File: src/rtl/crc16_pkg.sv
// -----------------------------------------------------------------------------
// crc16_pkg
// Shared definitions for the transmit-side CRC-16 sequencer and its serial
// engine: polynomial, seed, data/CRC widths, the sequencer state encoding and
// the single-bit CRC update used by the engine.
// -----------------------------------------------------------------------------
package crc16_pkg;

  localparam int BYTE_W = 8;
  localparam int CRC_W  = 16;

  localparam logic [CRC_W-1:0] CRC16_POLY = 16'h8005;
  localparam logic [CRC_W-1:0] CRC16_SEED = 16'h0000;

  typedef enum logic [2:0] {
    ST_IDLE       = 3'd0,
    ST_CLEAR      = 3'd1,
    ST_LOAD       = 3'd2,
    ST_SHIFT_DATA = 3'd3,
    ST_LATCH      = 3'd4,
    ST_SHIFT_CRC  = 3'd5,
    ST_DONE       = 3'd6
  } tx_seq_state_t;

  // One serial step of the MSB-first LFSR: the feedback tap is the outgoing
  // MSB xored with the incoming bit.
  function automatic logic [CRC_W-1:0] crc16_step(input logic [CRC_W-1:0] q,
                                                  input logic             bit_in);
    logic w_test;
    w_test = q[CRC_W-1] ^ bit_in;
    return {q[CRC_W-2:0], 1'b0} ^ (w_test ? CRC16_POLY : '0);
  endfunction

endpackage

File: src/rtl/crc16_tx_sequencer_if.sv
// -----------------------------------------------------------------------------
// crc16_tx_sequencer_if
// Handshake bundle between the packet buffer / bit encoder and the sequencer.
//   start       : one-cycle packet request
//   data_in     : payload byte
//   data_valid  : data_in valid
//   data_last   : data_in is the final payload byte
//   data_ready  : byte accepted on data_valid && data_ready
//   tx_bit      : current serial bit
//   tx_valid    : tx_bit valid
//   tx_ready    : bit consumed on tx_valid && tx_ready
//   tx_crc      : tx_bit is a CRC bit
//   busy        : sequencer not idle
//   done        : one-cycle pulse after the last CRC bit
// slave modport is the sequencer side, master is the surrounding transmit path.
// -----------------------------------------------------------------------------
interface crc16_tx_sequencer_if;
  import crc16_pkg::*;

  logic              start;
  logic [BYTE_W-1:0] data_in;
  logic              data_valid;
  logic              data_last;
  logic              data_ready;
  logic              tx_bit;
  logic              tx_valid;
  logic              tx_ready;
  logic              tx_crc;
  logic              busy;
  logic              done;

  modport master (
    output start, data_in, data_valid, data_last, tx_ready,
    input  data_ready, tx_bit, tx_valid, tx_crc, busy, done
  );

  modport slave (
    input  start, data_in, data_valid, data_last, tx_ready,
    output data_ready, tx_bit, tx_valid, tx_crc, busy, done
  );

endinterface

File: src/rtl/crc16_serial.sv
// -----------------------------------------------------------------------------
// crc16_serial
// Bit-serial CRC-16 engine (poly 0x8005, seed 0x0000, inverted output).
//   i_clk       : system clock, rising edge
//   i_rst       : asynchronous active-high reset, loads the seed
//   i_clear     : synchronous reload of the seed
//   i_serial_in : next message bit
//   i_shift_en  : advance the LFSR by one bit
//   o_crc       : ~Q, taken straight from the state register
// -----------------------------------------------------------------------------
module crc16_serial
  import crc16_pkg::*;
(
  input  logic             i_clk,
  input  logic             i_rst,
  input  logic             i_clear,
  input  logic             i_serial_in,
  input  logic             i_shift_en,
  output logic [CRC_W-1:0] o_crc
);

  logic [CRC_W-1:0] r_q;

  always_ff @(posedge i_clk or posedge i_rst) begin
    if (i_rst) begin
      r_q <= CRC16_SEED;
    end else if (i_clear) begin
      r_q <= CRC16_SEED;
    end else if (i_shift_en) begin
      r_q <= crc16_step(r_q, i_serial_in);
    end
  end

  assign o_crc = ~r_q;

endmodule

File: src/rtl/crc16_tx_sequencer.sv
// -----------------------------------------------------------------------------
// crc16_tx_sequencer
// Takes payload bytes over a valid/ready handshake, serialises them LSB-first
// onto a bit stream, feeds each transmitted data bit to the serial CRC engine
// and then appends the 16 CRC bits MSB-first.
//   i_clk : system clock, rising edge
//   i_rst : asynchronous active-high reset
//   bus   : crc16_tx_sequencer_if.slave (byte input, bit output, status)
//
//   state       | meaning
//   ------------+-----------------------------------------------------------
//   IDLE        | waiting for start
//   CLEAR       | reload engine seed (one cycle)
//   LOAD        | data_ready=1, wait for next payload byte
//   SHIFT_DATA  | send byte LSB-first, engine shifts on each bit handshake
//   LATCH       | capture engine crc into the CRC shift register
//   SHIFT_CRC   | send 16 CRC bits MSB-first, engine frozen
//   DONE        | one-cycle done pulse
// -----------------------------------------------------------------------------
module crc16_tx_sequencer
  import crc16_pkg::*;
(
  input  logic                  i_clk,
  input  logic                  i_rst,
  crc16_tx_sequencer_if.slave   bus
);

  tx_seq_state_t     r_state;
  tx_seq_state_t     w_state_nxt;

  logic [BYTE_W-1:0] r_byte;
  logic              r_last;
  logic [CRC_W-1:0]  r_crc;
  // Low 3 bits count data bits, all 4 count CRC bits; cleared on phase entry.
  logic [3:0]        r_cnt;

  logic              w_clear;
  logic              w_shift_en;
  logic [CRC_W-1:0]  w_crc;

  logic              w_data_ready;
  logic              w_tx_valid;
  logic              w_tx_bit;
  logic              w_tx_crc;
  logic              w_done;

  logic              w_byte_hs;
  logic              w_bit_hs;

  assign w_byte_hs = (r_state == ST_LOAD) && bus.data_valid;
  assign w_bit_hs  = w_tx_valid && bus.tx_ready;

  // Engine advances only on data-bit handshakes.
  assign w_shift_en = (r_state == ST_SHIFT_DATA) && bus.tx_ready;

  crc16_serial u_crc16_serial (
    .i_clk       (i_clk),
    .i_rst       (i_rst),
    .i_clear     (w_clear),
    .i_serial_in (r_byte[0]),
    .i_shift_en  (w_shift_en),
    .o_crc       (w_crc)
  );

  always_ff @(posedge i_clk or posedge i_rst) begin
    if (i_rst) begin
      r_state <= ST_IDLE;
    end else begin
      r_state <= w_state_nxt;
    end
  end

  always_comb begin
    w_state_nxt  = r_state;
    w_clear      = 1'b0;
    w_data_ready = 1'b0;
    w_tx_valid   = 1'b0;
    w_tx_bit     = 1'b0;
    w_tx_crc     = 1'b0;
    w_done       = 1'b0;

    case (r_state)
      ST_IDLE: begin
        if (bus.start) begin
          w_state_nxt = ST_CLEAR;
        end
      end

      ST_CLEAR: begin
        w_clear     = 1'b1;
        w_state_nxt = ST_LOAD;
      end

      ST_LOAD: begin
        w_data_ready = 1'b1;
        if (bus.data_valid) begin
          w_state_nxt = ST_SHIFT_DATA;
        end
      end

      ST_SHIFT_DATA: begin
        w_tx_valid = 1'b1;
        w_tx_bit   = r_byte[0];
        if (bus.tx_ready && (r_cnt[2:0] == 3'd7)) begin
          w_state_nxt = r_last ? ST_LATCH : ST_LOAD;
        end
      end

      ST_LATCH: begin
        w_state_nxt = ST_SHIFT_CRC;
      end

      ST_SHIFT_CRC: begin
        w_tx_valid = 1'b1;
        w_tx_crc   = 1'b1;
        w_tx_bit   = r_crc[CRC_W-1];
        if (bus.tx_ready && (r_cnt == 4'd15)) begin
          w_state_nxt = ST_DONE;
        end
      end

      ST_DONE: begin
        w_done      = 1'b1;
        w_state_nxt = ST_IDLE;
      end

      default: begin
        w_state_nxt = ST_IDLE;
      end
    endcase
  end

  always_ff @(posedge i_clk or posedge i_rst) begin
    if (i_rst) begin
      r_byte <= '0;
      r_last <= 1'b0;
      r_crc  <= '0;
      r_cnt  <= '0;
    end else begin
      case (r_state)
        ST_LOAD: begin
          if (w_byte_hs) begin
            r_byte <= bus.data_in;
            r_last <= bus.data_last;
            r_cnt  <= '0;
          end
        end

        ST_SHIFT_DATA: begin
          if (w_bit_hs) begin
            r_byte <= {1'b0, r_byte[BYTE_W-1:1]};
            r_cnt  <= {1'b0, r_cnt[2:0] + 3'd1};
          end
        end

        ST_LATCH: begin
          r_crc <= w_crc;
          r_cnt <= '0;
        end

        ST_SHIFT_CRC: begin
          if (w_bit_hs) begin
            r_crc <= {r_crc[CRC_W-2:0], 1'b0};
            r_cnt <= r_cnt + 4'd1;
          end
        end

        default: begin
        end
      endcase
    end
  end

  assign bus.data_ready = w_data_ready;
  assign bus.tx_valid   = w_tx_valid;
  assign bus.tx_bit     = w_tx_bit;
  assign bus.tx_crc     = w_tx_crc;
  assign bus.done       = w_done;
  assign bus.busy       = (r_state != ST_IDLE);

endmodule

File: src/flat_wrapper.sv
// flat-port wrapper written by rule: the top's interface ports become plain ports
module crc16_tx_sequencer_flat import crc16_pkg::*;
  (i_clk, i_rst, bus_start, bus_data_in, bus_data_valid, bus_data_last, bus_tx_ready, bus_data_ready, bus_tx_bit, bus_tx_valid, bus_tx_crc, bus_busy, bus_done);
  crc16_tx_sequencer_if bus_i ();
  input  logic i_clk;
  input  logic i_rst;
  input wire logic [$bits(bus_i.start)-1:0] bus_start;
  input wire logic [$bits(bus_i.data_in)-1:0] bus_data_in;
  input wire logic [$bits(bus_i.data_valid)-1:0] bus_data_valid;
  input wire logic [$bits(bus_i.data_last)-1:0] bus_data_last;
  input wire logic [$bits(bus_i.tx_ready)-1:0] bus_tx_ready;
  output wire logic [$bits(bus_i.data_ready)-1:0] bus_data_ready;
  output wire logic [$bits(bus_i.tx_bit)-1:0] bus_tx_bit;
  output wire logic [$bits(bus_i.tx_valid)-1:0] bus_tx_valid;
  output wire logic [$bits(bus_i.tx_crc)-1:0] bus_tx_crc;
  output wire logic [$bits(bus_i.busy)-1:0] bus_busy;
  output wire logic [$bits(bus_i.done)-1:0] bus_done;
  assign bus_i.start = bus_start;
  assign bus_i.data_in = bus_data_in;
  assign bus_i.data_valid = bus_data_valid;
  assign bus_i.data_last = bus_data_last;
  assign bus_i.tx_ready = bus_tx_ready;
  assign bus_data_ready = bus_i.data_ready;
  assign bus_tx_bit = bus_i.tx_bit;
  assign bus_tx_valid = bus_i.tx_valid;
  assign bus_tx_crc = bus_i.tx_crc;
  assign bus_busy = bus_i.busy;
  assign bus_done = bus_i.done;
  crc16_tx_sequencer u_core (.i_clk(i_clk), .i_rst(i_rst), .bus(bus_i));
endmodule
File: config.mk
export PLATFORM = sky130hd
export DESIGN_NAME = crc16_tx_sequencer_flat
export DESIGN_NICKNAME = d
export VERILOG_FILES = /design/src/rtl/crc16_pkg.sv /design/src/rtl/crc16_tx_sequencer_if.sv /design/src/rtl/crc16_serial.sv /design/src/rtl/crc16_tx_sequencer.sv /design/src/flat_wrapper.sv
export SDC_FILE = /design/constraint.sdc
export NUM_CORES = 1
export LEC_CHECK = 0
export BUFFER_PORTS_ARGS = -buffer_cell sky130_fd_sc_hd__buf_4
export CAP_MARGIN = 20
export CELL_PAD_IN_SITES_DETAIL_PLACEMENT = 0
export CELL_PAD_IN_SITES_GLOBAL_PLACEMENT = 1
export CORE_ASPECT_RATIO = 1.5
export CORE_MARGIN = 2
export CORE_UTILIZATION = 45
export CTS_CLUSTER_DIAMETER = 50
export CTS_CLUSTER_SIZE = 20
export DETAILED_ROUTE_END_ITERATION = 16
export MAX_ROUTING_LAYER = met4
export PLACE_DENSITY_LB_ADDON = 0.12
export SLEW_MARGIN = 30
export SYNTH_ARGS = -nofsm -noshare
export SYNTH_HDL_FRONTEND = slang
export SYNTH_SLANG_ARGS = --single-unit
File: constraint.sdc
create_clock -name i_clk -period 2.15 [get_ports i_clk]
set_clock_uncertainty 0.15 [all_clocks]
set_input_delay 0.1075 -clock i_clk [delete_from_list [all_inputs] [get_ports i_clk]]
set_output_delay 0.1075 -clock i_clk [all_outputs]
set_load 0.005 [all_outputs]
# Word level (Yosys, flattened, before mapping)
# Cells that the tools add are included.
# op_classes
n_eq_ne	15
n_addsub	2
muxes	24
bitwise_logic	3
reduce_logical	17
# ops
op	count
2-to-1 mux 16 bit	4
one-hot mux 16 bit (2 select lines)	1
one-hot mux 3 bit (6 select lines)	1
2-to-1 mux 8 bit	2
inverter 16 bit	1
one-hot mux 4 bit (4 select lines)	1
one-hot mux 8 bit (2 select lines)	1
bitwise XOR 16 bit	1
2-to-1 mux 3 bit	5
equality test 3 bit, second input constant	4
2-to-1 mux 4 bit	3
inequality test 2 x 1 -> 1 bit, second input constant	4
AND reduction 4 bit	2
equality test 3 x 2 -> 1 bit, second input constant	2
inequality test 2 bit, second input constant	3
nonzero test 2 bit	3
logical AND 1 bit	5
2-to-1 mux 1 bit	5
adder 4 x 1 -> 4 bit, second input constant	1
equality test 4 bit, second input constant	1
AND reduction 2 bit	2
nonzero test 4 bit	1
adder 3 x 1 -> 3 bit, second input constant	1
equality test 3 x 1 -> 1 bit, second input constant	1
6 further kinds	6
# totals
wordCells	67
ff_bits	48
output_inout_bits	6

# Longest topological paths before layout
# Gate-level depths: netlist of run 1.
# logic_depth
depth_word	6
ltp_mapped	7

# Cells and area by module
# A second synthesis of run 1 with hierarchy kept.
# unflattened
cells_unflattened	249
area_unflattened_um2	2519.9
# by_module_without_submodules
mod	n_inst	cells_each	seq_area_each_um2	area_per_inst_um2
crc16_tx_sequencer	1	174	800.8	1771.7
crc16_serial	1	75	400.4	748.2

# Worst setup path before layout of run 1
# OpenSTA, ideal clock, no wires.
# synth_path
kind	reg2reg
from	register u_core.r_state[1]
to	register u_core.u_crc16_serial.r_q[10]
setup_slack_ps	582
arrival_ps	1297
setup_time_ps	121
path_stages_with_launch	8
path_cell_list	dfrtp_1 > buf_6 > nor2b_4 > buf_6 > and3_1 > buf_2 > buf_6 > a22o_1
# synth_via
elab_chain_len	3
# synth_rtl
element	line	text
from (decl)	crc16_tx_sequencer.sv:28	tx_seq_state_t r_state;
from (signal assigned)	crc16_tx_sequencer.sv:69	r_state <= w_state_nxt;
equality test 3 x 1 -> 1 bit / equality test 3 x 2 -> 1 bit (equally long branches)	crc16_tx_sequencer.sv:82, crc16_tx_sequencer.sv:54	
2-to-1 mux 1 bit / logical AND 1 bit (equally long branches)	crc16_tx_sequencer.sv:82, crc16_tx_sequencer.sv:54	
2-to-1 mux 16 bit / nonzero test 2 bit (equally long branches)	n/a	
to (signal assigned)	crc16_serial.sv:30	r_q <= crc16_step(r_q, i_serial_in);
to (decl)	crc16_serial.sv:22	logic [CRC_W-1:0] r_q;
# Parallel ways exist; a longest one is shown, timed or not.
# A chain may end at the register's enable or synchronous reset.

# Final worst setup path of run 1
# layout_path
from	register u_core.r_state[0]
to	output bus_tx_bit
# layout_via
elab_chain_len	2
# layout_rtl
element	line	text
equality test 3 bit / equality test 3 x 2 -> 1 bit (equally long branches)	crc16_tx_sequencer.sv:82	case (r_state)
one-hot mux 1 bit (2 select lines) *	crc16_tx_sequencer.sv:82	
to (decl)	flat_wrapper.sv:13	output wire logic [$bits(bus_i.tx_bit)-1:0] bus_tx_bit;
# Every way passes the cells marked *; elsewhere a longest branch is shown, timed or not.

==> flow_summary.json, run 1 <==
{
  "end_kind": "primary output",
  "min_period_ps": 1960,
  "drive_gt1_share_pct": 16.1,
  "synth_nets": 241,
  "cp_data_required_time_ps": 1890,
  "firstDrtPassIters": 4,
  "worstPathArrival_ps": 1700,
  "grt_antenna_before_repair": 0,
  "synth_area_leaders": "dfrtp_1 (54%), o21ai_0 (7.4%), nand2_1 (6.1%)",
  "wl_per_cell_um": 13.7,
  "area_growth_pct": 17.6,
  "h-tree-depth": 2,
  "rsz0062_at_grt": "no",
  "worstSkewPairLatency_ps": 300,
  "cts_tree": "yes",
  "post_cts_buffers": 0,
  "fin_nets": 269,
  "tns_ps": 0,
  "grt-ovfl-total": 0,
  "seq_power_share_pct": 46.5,
  "io_buffers": 19,
  "maxSlewHeadroom_pct": 53.7,
  "finalCritPeriodShare_pct": 91.2,
  "grt_use_total_pct": 19.6,
  "first_global_vias": 1739,
  "clk_path_buf_depth": 2,
  "finalHoldViolations": 0,
  "rows": 31,
  "peakVddDrop_uv": 592,
  "fillers": 468,
  "avgSynthCellArea_um2": 9.91,
  "synth_top_area_share_pct": 53.9,
  "total_leakage_power_nw": 1.16,
  "cp_max_fo": 15,
  "numCtsBuffers": 5,
  "ant_nets": 0,
  "wl_mm": 4.38,
  "worst_pin_slew_ps": 692,
  "holdWs_ps": 27.4,
  "ys_types": 37,
  "synth-async-reset-ratio_pct": 100,
  "ff_latch_area_um2": 1200,
  "final_max_slew_viol_count": 0,
  "cap_violations": 0,
  "setup_viol": 0,
  "p_sw_w": 0.00101,
  "cts_sinks": 48,
  "p_sw_share_pct": 33.9,
  "drtIter0Drc": 72,
  "multi_input_area_um2": 911,
  "floorplan.initialDensity_pct": 46.4,
  "p_comb_share_pct": 31.8,
  "ys_seq_elements": 48,
  "grt_pass1_wl_mm": 8.09,
  "synth_warnings": 0,
  "status": "complete, no violations",
  "powerDensity_nw_per_um2": 1140,
  "min_path_type": "in -> reg",
  "path_class": "reg -> out",
  "startpoint_type": "flop",
  "antenna_cells": 0,
  "p_clk_share_pct": 21.7,
  "placed_area_um2": 2410,
  "core_um2": 4810,
  "synth.most_common_cell": "dfrtp_1",
  "power_w": 0.00298,
  "post_cts_resized": 0,
  "dieHeight_um": 90.2,
  "fin_area_um2": 2620,
  "synthCells": 225,
  "timing.fmax_mhz": 510,
  "grt_max_degree": 42,
  "hold_buffers": 10,
  "yosys.area.top_type": "dfrtp_1",
  "yosysSeqAreaShare_pct": 53.9,
  "gp_congestion": 0.964,
  "synthTopCellsByCount": "dfrtp_1 (48), nand2_1 (36), o21ai_0 (33)",
  "viasPerCell": 5.30,
  "die_area_um2": 5550,
  "synth_edf_count": 0,
  "io-pin-count": 20,
  "path_clk_slew_ps": 90,
  "vias": 1696,
  "synth_ff_type": "dfrtp_1",
  "internal_power_w": 0.00197,
  "syn-cell-area_um2": 2230,
  "die_x_um": 61.5,
  "cts-root-buf": "clkbuf_8",
  "dpl.hpwl_mm": 2.95,
  "drc": 0
}
## cell type report
type,count,share of cell area (%)
multi-input cells,157,34.7
clock buffers,5,2.63
well taps,66,3.15
clock inverters,3,1.62
inverters,5,0.764
repair buffers,36,11.3
flip-flops and latches,48,45.8
## through the flow
stage,setup WS (ps),utilization [%],std cells
detailed placement,443,50.1,302
floorplan,582,-,225
CTS,171,54.5,320
global route,41.2,54.5,320
finish,189,54.5,320
global placement,506,50.1,302
## layer usage
layer  share of wire (%)  track usage, %  up-vias
met5                   0               -        -
met4                 1.5            6.21        0
met3                 2.2            3.60        5
met2                  53            31.4       20
met1                  43            24.6      836
li1                    -               -      835
## state kept, by name, indices dropped and copies added (netlist names)
signal,cells
u_core.r_crc,16
u_core.r_last,1
u_core.r_cnt,4
u_core.r_state,3
u_core.r_byte,8
u_core.u_crc16_serial.r_q,16
## worst max-delay path, stage by stage, from the launching register on
cell and delay [ps]:
dfrtp_1 480, buf_4 210, nand3b_1 100, buf_4 190, inv_1 70, a32o_1 210, buf_4 130
## power by group through the flow
stage,sequential [W],clock [W],combinational (W)
3_3_place_gp,0.00139,0,0.000900
6_report,0.00138,0.000648,0.000946
2_1_floorplan,0.00132,0,0.000794
5_1_grt,0.00143,0.000710,0.00110
3_5_place_dp,0.00140,0,0.000935
4_1_cts,0.00138,0.000671,0.000953
## path summary, 6_finish.rpt
path / slack (ps) / depth (start not counted) / end / start
setup / recovery: 190 / 6 / bus_tx_bit / u_core.r_state[0]$_DFFE_PP0P_
hold / removal: 30 / 3 / u_core.r_last$_DFFE_PP0P_ / bus_data_valid
setup reg to reg: 440 / 4 / u_core.u_crc16_serial.r_q[4]$_DFFE_PP0P_ / u_core.r_state[1]$_DFFE_PP0P_
hold reg to reg: 340 / 2 / u_core.r_byte[5]$_DFFE_PP0P_ / u_core.r_byte[5]$_DFFE_PP0P_
max in group asynchronous: 980 / 4 / u_core.r_state[1]$_DFFE_PP0P_ / i_rst
min in group asynchronous: 300 / 3 / u_core.r_crc[12]$_DFFE_PP0P_ / i_rst
## cells by family (layout without fill, tap and decap cells)
logic type,Yosys count,in the layout,share of synthesized area [%]
compound gates,73,73,20.7
simple gates,70,70,13.7
flops,48,48,53.9
buf+inv,20,49,5.27
mux,9,9,4.15
xor+xnor,3,3,1.18
fa+ha+maj,2,2,1.12
## cells in the final DEF (no fill, tap or decap)
cell and n:
o21ai_1 1, mux2_2 2, nand3b_1 1, clkinv_2 2, xnor2_1 1, o31ai_1 1
clkbuf_8 5, a21oi_1 15, bufinv_16 1, a31oi_1 1, and3_1 1, a21boi_1 1
clkinvlp_4 1, nand3_1 1, nor2b_4 1, a211o_1 1, o21ai_0 33, a32o_1 2
nand4_1 2, o211ai_1 1, inv_1 4, o41ai_2 1, nand2b_1 3, nor2_1 19
o21a_1 1, nand2_2 1, xor2_1 2, buf_4 26, or3_1 1, o211ai_2 1
nor2b_1 3, nand2_1 36, o21bai_1 1, ha_1 2, dfrtp_1 48, a22o_1 13
mux2i_1 7, nor3_1 1, dlygate4sd3_1 10
No activity file was read; power rests on OpenSTA's default activity.
==> run 2: changes to the inputs <==
--- a/config.mk
+++ b/config.mk
@@ -7,11 +7,11 @@
 export LEC_CHECK = 0
 export BUFFER_PORTS_ARGS = -buffer_cell sky130_fd_sc_hd__buf_4
 export CAP_MARGIN = 20
-export CELL_PAD_IN_SITES_DETAIL_PLACEMENT = 0
-export CELL_PAD_IN_SITES_GLOBAL_PLACEMENT = 1
+export CELL_PAD_IN_SITES_DETAIL_PLACEMENT = 1
+export CELL_PAD_IN_SITES_GLOBAL_PLACEMENT = 2
 export CORE_ASPECT_RATIO = 1.5
 export CORE_MARGIN = 2
-export CORE_UTILIZATION = 45
+export CORE_UTILIZATION = 38
 export CTS_CLUSTER_DIAMETER = 50
 export CTS_CLUSTER_SIZE = 20
 export DETAILED_ROUTE_END_ITERATION = 16
@@ -20,4 +20,5 @@
 export SLEW_MARGIN = 30
 export SYNTH_ARGS = -nofsm -noshare
 export SYNTH_HDL_FRONTEND = slang
+export SYNTH_HIERARCHICAL = 1
 export SYNTH_SLANG_ARGS = --single-unit
==> flow_summary.json, run 2 <==
{
  "floorplan.initialDensity_pct": 39.1,
  "cts_sinks": 48,
  "h-tree-depth": 2,
  "fillers": 737,
  "dieHeight_um": 104,
  "startpoint_type": "flop",
  "wl_per_cell_um": 14.5,
  "worstPathArrival_ps": 1610,
  "cap_violations": 0,
  "fin_util_pct": 45.8,
  "min_period_ps": 1870,
  "synth-async-reset-ratio_pct": 100,
  "firstDrtPassIters": 4,
  "crit_path_max_incr_delay_ps": 520,
  "cp_data_required_time_ps": 1890,
  "timing.fmax_mhz": 534,
  "io_buffers": 19,
  "viasPerCell": 5.08,
  "synth_area_leaders": "dfrtp_1 (48%), mux2i_1 (15%), nand2_1 (5.2%)",
  "pre_cts_ws_ps": 308,
  "grt_max_degree": 33,
  "final_max_slew_viol_count": 0,
  "cp_max_fo": 11,
  "finalHoldViolations": 0,
  "placed_area_um2": 2730,
  "post_cts_buffers": 0,
  "numCtsBuffers": 5,
  "final_common_cell": "dfrtp_1",
  "syn-cell-area_um2": 2520,
  "powerDensity_nw_per_um2": 1280,
  "die_area_um2": 7310,
  "io-pin-count": 20,
  "peakVddDrop_uv": 547,
  "avgSynthCellArea_um2": 10.1,
  "drc": 0,
  "synthCells": 249,
  "path_clk_slew_ps": 90,
  "crit_slowest_cell": "dfrtp_1",
  "path_class": "reg -> out",
  "ys_types": 42,
  "regToRegSetupSlack_ps": 350,
  "first_global_vias": 1952,
  "grt-ovfl-total": 0,
  "yosys.area.top_type": "dfrtp_1",
  "tns_ps": 0,
  "drive_gt1_share_pct": 16.1,
  "grt_antenna_before_repair": 0,
  "grt_pass1_wl_mm": 9.14,
  "grt_use_total_pct": 15.9,
  "synth_nets": 267,
  "crit_family": "flip-flops",
  "synth_top_area_share_pct": 47.7,
  "ant_nets": 0,
  "min_path_type": "in -> reg",
  "status": "complete, no violations",
  "total_leakage_power_nw": 1.51,
  "rsz0062_at_grt": "no",
  "synthTopCellsByCount": "dfrtp_1 (48), mux2i_1 (38), nand2_1 (35)",
  "ys_seq_elements": 48,
  "crit_buf_inv": 2,
  "min_delay_path_depth": 3,
  "antenna_cells": 0,
  "drtIter0Drc": 60,
  "yosysSeqAreaShare_pct": 47.7,
  "worstRegToRegCells": 5,
  "crit_path_cell_trace": "nand3b_4, inv_1, a32o_1, buf_4",
  "cts_tree": "yes",
  "dpl.hpwl_mm": 3.66,
  "clk_path_buf_depth": 2,
  "fin_ws_ps": 279,
  "crit_cells": 4,
  "core_um2": 6440,
  "reg.largest.list": "u_core/r_crc: 16 flops, u_core/u_crc16_serial/r_q: 16 flops, u_core/r_byte: 8 flops",
  "finalCritPeriodShare_pct": 87.0,
  "final_cell_mix": "dfrtp_1 (47), mux2i_1 (38), nand2_1 (35), buf_4 (25), nor2_1 (21)",
  "wl_mm": 5.17,
  "cts-root-buf": "clkbuf_8",
  "vias": 1807,
  "fin_area_um2": 2950,
  "synth_edf_count": 0,
  "worstSkewPairLatency_ps": 300,
  "fin_nets": 297,
  "maxSlewHeadroom_pct": 59.5,
  "setup_viol": 0,
  "synth_ff_type": "dfrtp_1",
  "rows": 36,
  "area_growth_pct": 17.0,
  "gp_congestion": 0.766,
  "synth.most_common_cell": "dfrtp_1",
  "synth_warnings": 6,
  "worst_pin_slew_ps": 607,
  "die_x_um": 70.5,
  "end_kind": "primary output"
}
==> run 2: cell types whose count changed after synthesis, sizes merged, moves of 5 or more <==
cell   delta
a22o     -13
a21oi    -12
o21ai     -5
inv      +15
mux2i    +31
==> run 2: cell type report <==
class	count	area (um^2)	share of cell area (%)
multi-input cells	166	1130	38.4
well taps	76	95.1	3.22
inverters	20	75.1	2.55
flip-flops and latches	48	1200	40.8
clock buffers	6	72.6	2.46
repair buffers	38	338	11.5
clock inverters	2	35.0	1.19
==> run 2: stage by stage <==
stage / hold slack, ps / cells / total power, W
after detailed placement: 90.2 / 337 / 0.00318
after floorplan: -129 / 249 / 0.00276
after CTS: 3.69 / 356 / 0.00386
after global routing: 14.3 / 356 / 0.00414
after global placement: 89.0 / 337 / 0.00314
final: 10.4 / 356 / 0.00379
==> run 2: cell families (layout without fill, tap and decap cells) <==
family	count (synthesis)	in the layout	share of synthesized area [%]
AO/OA/AOI/OAI	49	49	12.2
buffers and inverters	35	66	7.80
XOR/XNOR	2	2	0.695
AND/OR/NAND/NOR	72	72	14.2
adder cells (fa/ha/maj)	4	4	1.99
multiplexers	39	39	15.5
flip-flops	48	48	47.7
==> run 2: worst paths after layout <==
kind / start / to
min: bus_data_valid / u_core/r_byte[7]$_DFFE_PP0P_
min reg2reg: u_core/r_crc[1]$_DFFE_PP0P_ / u_core/r_crc[1]$_DFFE_PP0P_
max reg2reg: u_core/r_state[1]$_DFFE_PP0P_ / u_core/r_cnt[0]$_DFFE_PP0P_
min in group asynchronous: i_rst / u_core/u_crc16_serial/r_q[6]$_DFFE_PP0P_
max in group asynchronous: i_rst / u_core/u_crc16_serial/r_q[15]$_DFFE_PP0P_
max: u_core/r_state[1]$_DFFE_PP0P_ / bus_tx_bit
==> run 2: tightest hold or removal path, stage by stage <==
cell and delay, ps:
buf_4 110, a31oi_1 70, o21ai_0 130
==> run 2: routing by layer <==
layer  global-route usage, %  share of wire [%]  up-vias
met2                    28.5                 55       17
met4                    4.53                1.4        0
met3                    2.33                1.9        6
li1                        -                  -      898
met1                    18.1                 42      886
met5                       -                  0        -
==> run 2: repair_timing <==
action	in CTS	in global routing
hold buffers	11	0
resized for setup	0	1
hold endpoints to repair	58	0
setup endpoints to repair	0	1
==> run 2: power breakdown <==
part           total (W)  leakage [nW]  switching (W)  internal, W
registers        0.00150         0.613       0.000277      0.00122
logic            0.00164         0.844       0.000859     0.000782
clock network   0.000647        0.0552       0.000302     0.000346
